### config.mk
export PLATFORM = sky130hd
export DESIGN_NAME = rot_word
export DESIGN_NICKNAME = d
export VERILOG_FILES = /design/src/rtl/rot_word_pkg.sv /design/src/rtl/aes_sbox.sv /design/src/rtl/rot_word.sv
export SDC_FILE = /design/constraint.sdc
export NUM_CORES = 1
export LEC_CHECK = 0
export CORE_MARGIN = 4
export CORE_UTILIZATION = 41
export CTS_BUF_LIST = sky130_fd_sc_hd__clkbuf_2
export CTS_CLUSTER_DIAMETER = 40
export DETAILED_ROUTE_END_ITERATION = 12
export GPL_TIMING_DRIVEN = 0
export PLACE_DENSITY_LB_ADDON = 0.12
export SYNTH_ARGS = -nofsm -noshare
export SYNTH_HDL_FRONTEND = slang
export SYNTH_SLANG_ARGS = --single-unit
### constraint.sdc
create_clock -name Clk -period 1.05 [get_ports Clk]
set_input_delay 0.1575 -clock Clk [delete_from_list [all_inputs] [get_ports Clk]]
set_output_delay 0.1575 -clock Clk [all_outputs]
set_load 0.05 [all_outputs]
### src/rtl/rot_word_pkg.sv
// Shared constants for rot_word: byte width, default sizing, AES S-box.
// The S-box table is only referenced when ROT_WORD_SUBWORD_EN is defined.
package rot_word_pkg;

  localparam int BYTE_W        = 8;
  localparam int WORD_DEF      = 32;
  localparam int ROT_BYTES_DEF = 1;

  localparam logic [0:255][7:0] SBOX = {
    8'h63, 8'h7c, 8'h77, 8'h7b, 8'hf2, 8'h6b, 8'h6f, 8'hc5,
    8'h30, 8'h01, 8'h67, 8'h2b, 8'hfe, 8'hd7, 8'hab, 8'h76,
    8'hca, 8'h82, 8'hc9, 8'h7d, 8'hfa, 8'h59, 8'h47, 8'hf0,
    8'had, 8'hd4, 8'ha2, 8'haf, 8'h9c, 8'ha4, 8'h72, 8'hc0,
    8'hb7, 8'hfd, 8'h93, 8'h26, 8'h36, 8'h3f, 8'hf7, 8'hcc,
    8'h34, 8'ha5, 8'he5, 8'hf1, 8'h71, 8'hd8, 8'h31, 8'h15,
    8'h04, 8'hc7, 8'h23, 8'hc3, 8'h18, 8'h96, 8'h05, 8'h9a,
    8'h07, 8'h12, 8'h80, 8'he2, 8'heb, 8'h27, 8'hb2, 8'h75,
    8'h09, 8'h83, 8'h2c, 8'h1a, 8'h1b, 8'h6e, 8'h5a, 8'ha0,
    8'h52, 8'h3b, 8'hd6, 8'hb3, 8'h29, 8'he3, 8'h2f, 8'h84,
    8'h53, 8'hd1, 8'h00, 8'hed, 8'h20, 8'hfc, 8'hb1, 8'h5b,
    8'h6a, 8'hcb, 8'hbe, 8'h39, 8'h4a, 8'h4c, 8'h58, 8'hcf,
    8'hd0, 8'hef, 8'haa, 8'hfb, 8'h43, 8'h4d, 8'h33, 8'h85,
    8'h45, 8'hf9, 8'h02, 8'h7f, 8'h50, 8'h3c, 8'h9f, 8'ha8,
    8'h51, 8'ha3, 8'h40, 8'h8f, 8'h92, 8'h9d, 8'h38, 8'hf5,
    8'hbc, 8'hb6, 8'hda, 8'h21, 8'h10, 8'hff, 8'hf3, 8'hd2,
    8'hcd, 8'h0c, 8'h13, 8'hec, 8'h5f, 8'h97, 8'h44, 8'h17,
    8'hc4, 8'ha7, 8'h7e, 8'h3d, 8'h64, 8'h5d, 8'h19, 8'h73,
    8'h60, 8'h81, 8'h4f, 8'hdc, 8'h22, 8'h2a, 8'h90, 8'h88,
    8'h46, 8'hee, 8'hb8, 8'h14, 8'hde, 8'h5e, 8'h0b, 8'hdb,
    8'he0, 8'h32, 8'h3a, 8'h0a, 8'h49, 8'h06, 8'h24, 8'h5c,
    8'hc2, 8'hd3, 8'hac, 8'h62, 8'h91, 8'h95, 8'he4, 8'h79,
    8'he7, 8'hc8, 8'h37, 8'h6d, 8'h8d, 8'hd5, 8'h4e, 8'ha9,
    8'h6c, 8'h56, 8'hf4, 8'hea, 8'h65, 8'h7a, 8'hae, 8'h08,
    8'hba, 8'h78, 8'h25, 8'h2e, 8'h1c, 8'ha6, 8'hb4, 8'hc6,
    8'he8, 8'hdd, 8'h74, 8'h1f, 8'h4b, 8'hbd, 8'h8b, 8'h8a,
    8'h70, 8'h3e, 8'hb5, 8'h66, 8'h48, 8'h03, 8'hf6, 8'h0e,
    8'h61, 8'h35, 8'h57, 8'hb9, 8'h86, 8'hc1, 8'h1d, 8'h9e,
    8'he1, 8'hf8, 8'h98, 8'h11, 8'h69, 8'hd9, 8'h8e, 8'h94,
    8'h9b, 8'h1e, 8'h87, 8'he9, 8'hce, 8'h55, 8'h28, 8'hdf,
    8'h8c, 8'ha1, 8'h89, 8'h0d, 8'hbf, 8'he6, 8'h42, 8'h68,
    8'h41, 8'h99, 8'h2d, 8'h0f, 8'hb0, 8'h54, 8'hbb, 8'h16
  };

endpackage

### src/rtl/aes_sbox.sv
// Combinational AES forward S-box, one byte in, one byte out.
// Instantiated by rot_word only when ROT_WORD_SUBWORD_EN is defined.
module aes_sbox
  import rot_word_pkg::*;
(
  input  logic [7:0] din,
  output logic [7:0] dout
);

  assign dout = SBOX[din];

endmodule

### src/rtl/rot_word.sv
// Registered byte-wise left rotation of a word (AES RotWord).
// Define ROT_WORD_SUBWORD_EN to add the AES S-box per byte.
module rot_word
  import rot_word_pkg::*;
#(
  parameter int WORD      = WORD_DEF,
  parameter int ROT_BYTES = ROT_BYTES_DEF
) (
  input  logic            Clk,
  input  logic            Rst,
  input  logic [WORD-1:0] word_to_rotate,
  input  logic            in_valid,
  output logic [WORD-1:0] rotated_word,
  output logic            out_valid
);

  localparam int NB = WORD / BYTE_W;

  logic [WORD-1:0] rot;
  logic [WORD-1:0] nxt;

  // Output byte i takes input byte i-ROT_BYTES, modulo the byte count.
  for (genvar i = 0; i < NB; i++) begin : g_byte
    localparam int SRC = (i + NB - ROT_BYTES) % NB;
    assign rot[i*BYTE_W +: BYTE_W] =
      word_to_rotate[SRC*BYTE_W +: BYTE_W];
`ifdef ROT_WORD_SUBWORD_EN
    aes_sbox u_sbox (
      .din  (rot[i*BYTE_W +: BYTE_W]),
      .dout (nxt[i*BYTE_W +: BYTE_W])
    );
`else
    assign nxt[i*BYTE_W +: BYTE_W] =
      rot[i*BYTE_W +: BYTE_W];
`endif
  end

  always_ff @(posedge Clk or posedge Rst) begin
    if (Rst) begin
      rotated_word <= '0;
      out_valid    <= 1'b0;
    end else begin
      out_valid <= in_valid;
      if (in_valid)
        rotated_word <= nxt;
    end
  end

endmodule

==> results.sh <==
export IMPL_run_status="finished, violations left"
export IMPL_violations="setup timing"
export IMPL_layout_commonest_cell="buf_6"
export IMPL_worstReg2RegEnd="rotated_word[3]"
export IMPL_ioPinCount=68
export IMPL_num_rows=20
export IMPL_crit_type="reg2out"
export IMPL_crit_cells=1
export IMPL_die_height_um=65.9
export IMPL_rr_startpoint="rotated_word[3]"
export IMPL_cpMaxStageDelayCell="dfrtp_1"
export IMPL_drt_iter0_drc=12
export IMPL_slew_violations=0
export IMPL_synth_net_count=105
export IMPL_synth_area_per_cell_um2=19.6
export IMPL_hold_path_class="in2async"
export IMPL_rsz0062_at_grt="true"
export IMPL_crit_path_end_kind="output pin"
export IMPL_power_switching_uw=1180
export IMPL_num_antenna_cells=0
export IMPL_gp_congestion=0.623
export IMPL_netlist_instances=70
export IMPL_fmax_ghz=0.887
export IMPL_setup_tns_ns=-1.76
export IMPL_seqPwrFrac_pct=44.0
export IMPL_power_density_nw_per_um2=1430
export IMPL_core_um2=3130
export IMPL_placed_area_um2=2100
export IMPL_ys_seq_area_share_pct=60.1
export IMPL_die_area_um2=4340
export IMPL_grt_pass1_wl_mm=5.24
export IMPL_max_cap_viol_count=0
export IMPL_syn_to_final_growth_pct=72.8
export IMPL_worst_slew_margin_rel_pct=53.1
export IMPL_cts_tree="yes"
export IMPL_grt_util_met1_pct=19.2
export IMPL_synth_top_cells_by_area="dfrtp_1 60%, mux2_4 33%, buf_12 4.4%"
export IMPL_drive_gt1_share_pct=59.4
export IMPL_max_vdd_ir_drop_v=0.000872
export IMPL_yosysTopAreaCellShare_pct=60.1
export IMPL_antenna_found_initial=0
export IMPL_clock_skew_ns=0
export IMPL_timing_critical_path_cells="buf_6"
export IMPL_p_comb_share_pct=39.0
export IMPL_crit_fanout=2
export IMPL_fillers=224
export IMPL_slowest_delay_ns=0.44
export IMPL_swShare_pct=34.9
export IMPL_grt_busiest_layer="met2"
export IMPL_cts_buffers=5
export IMPL_static_leakage_power_uw=0.00116
export IMPL_cts_max_level=2
export IMPL_grt_use_total_pct=16.4
export IMPL_ys_seq_elements=33
export IMPL_cts_hold_fix_buffers=0
export IMPL_worst_path_dominant_cell_family="flip-flops"
export IMPL_endpoint="rotated_word[8]"
export IMPL_drc=0
export IMPL_gr_usage_met3_pct=6.80
export IMPL_routed_wl_mm=3.31
export IMPL_cp_arrival_ns=0.97
export IMPL_finish_utilization_pct=75.9
export IMPL_finalHoldViolCount=0
export IMPL_dp_hpwl_mm=2.22
export IMPL_finalCriticalPeriod_ns=1.13
export IMPL_cts_root_buffer="clkbuf_2"
export IMPL_ys_types=6
export IMPL_synth_area_um2=1370
export IMPL_r2r_cells=3
export IMPL_wl_per_cell_um=15.4
export IMPL_period_share_pct=107
export IMPL_die_w_um=65.9
export IMPL_gr_total_overflow=0
export IMPL_multi_input_area_um2=473
export IMPL_yosysTopAreaCell="dfrtp_1"
export IMPL_mostFrequentLayoutCells="35 x buf_6, 34 x clkdlybuf4s50_1, 33 x dfrtp_1"
export IMPL_startpoint="rotated_word[8]"
export IMPL_ant_nets=0
export IMPL_start_util_pct=43.9
export IMPL_clk_pin_slew_ns=0.18
export IMPL_regArea_um2=826
export IMPL_grt_max_degree=34
export IMPL_setup_slack_ns=-0.0774
export IMPL_cts_sinks=33
export IMPL_clockPowerShare_pct=17.0
export IMPL_viasPerCell=4.43
export IMPL_clkLatencyLatePin_ns=0.36
export IMPL_firstDrtPassIters=4
export IMPL_io_buffers=67
export IMPL_grt_util_met2_pct=26.9
export IMPL_p_int_uw=2210
export IMPL_clockBufferDepth=2
export IMPL_finalSetupViolCount=33
export IMPL_required_ns=0.89
export IMPL_yosysWarnings=0
export IMPL_rrSetupSlack_ns=0.01
export IMPL_hold_ws_ns=0.237
export IMPL_nNetsFinal=204
export IMPL_stdcell_area_um2=2370
export IMPL_vias=948
export IMPL_tightest_slew_ns=0.702
export IMPL_pre_cts_slack_ns=-0.591
export IMPL_startpoint_type="register"
export IMPL_path_buf_inv=1
export IMPL_grt_pass1_vias=1068
timing repair:
item / CTS / global route
gates cloned: 0 / 0
gates resized for setup: 232 / 1
buffers inserted: 17 / 8
endpoints found under the setup margin: 66 / 33
cells in the mapped netlist:
master   number
buf_12        3
buf_6         1
dfrtp_1      33
inv_1         1
mux2_2        2
mux2_4       30
stage by stage:
stage | power, µW | std cells
final | 3390 | 214
after global routing | 3560 | 214
after CTS | 3360 | 206
after detailed placement | 2640 | 181
after global placement | 2620 | 181
after floorplan | 2200 | 70
layer usage:
metal	vias up	part of all wire, %
met5	-	0
met3	6	8.8
li1	440	-
met2	46	51
met4	0	1.3
met1	456	39
flip-flops by register name, summed over array words and instances, names as in the netlist:
signal and cells:
out_valid 1, rotated_word 32
power by group through the flow:
stage / clock, µW / combinational (µW) / sequential [µW]
6_report: 577 / 1320 / 1490
5_1_grt: 680 / 1370 / 1510
4_1_cts: 590 / 1280 / 1490
3_5_place_dp: 0 / 1150 / 1490
3_3_place_gp: 0 / 1140 / 1480
2_1_floorplan: 0 / 272 / 1930
worst register-to-register path: cells and delay by family, from the launching register on:
family / cells / cell delay [ns]
muxes: 1 / 0.26
DFF: 1 / 0.43
buffers and inverters: 2 / 0.26
worst min-delay path by stage:
stage / startpoint / to / slack [ns]
floorplan: in_valid / out_valid / 0.19
global placement: rotated_word[30] / rotated_word[30] / 0.49
detailed placement: rotated_word[13] / rotated_word[13] / 0.49
CTS: Rst / rotated_word[10] / 0.23
global route: in_valid / out_valid / 0.21
finish: Rst / out_valid / 0.24
cell families (layout without fill, tap and decap cells):
family   Yosys count  after routing  synth area share [%]
buf+inv            5            105                  5.46
mux               32             32                  34.4
flops             33             33                  60.1
layout make-up:
type / count / area share, %
repair buffers: 92 / 38.1
flip-flops and latches: 33 / 34.8
multi-input cells: 32 / 19.9
plain buffers: 4 / 3.00
well taps: 44 / 2.32
clock buffers: 5 / 1.05
clock inverters: 3 / 0.527
inverters: 1 / 0.316
(Power assumes the default switching activity.)
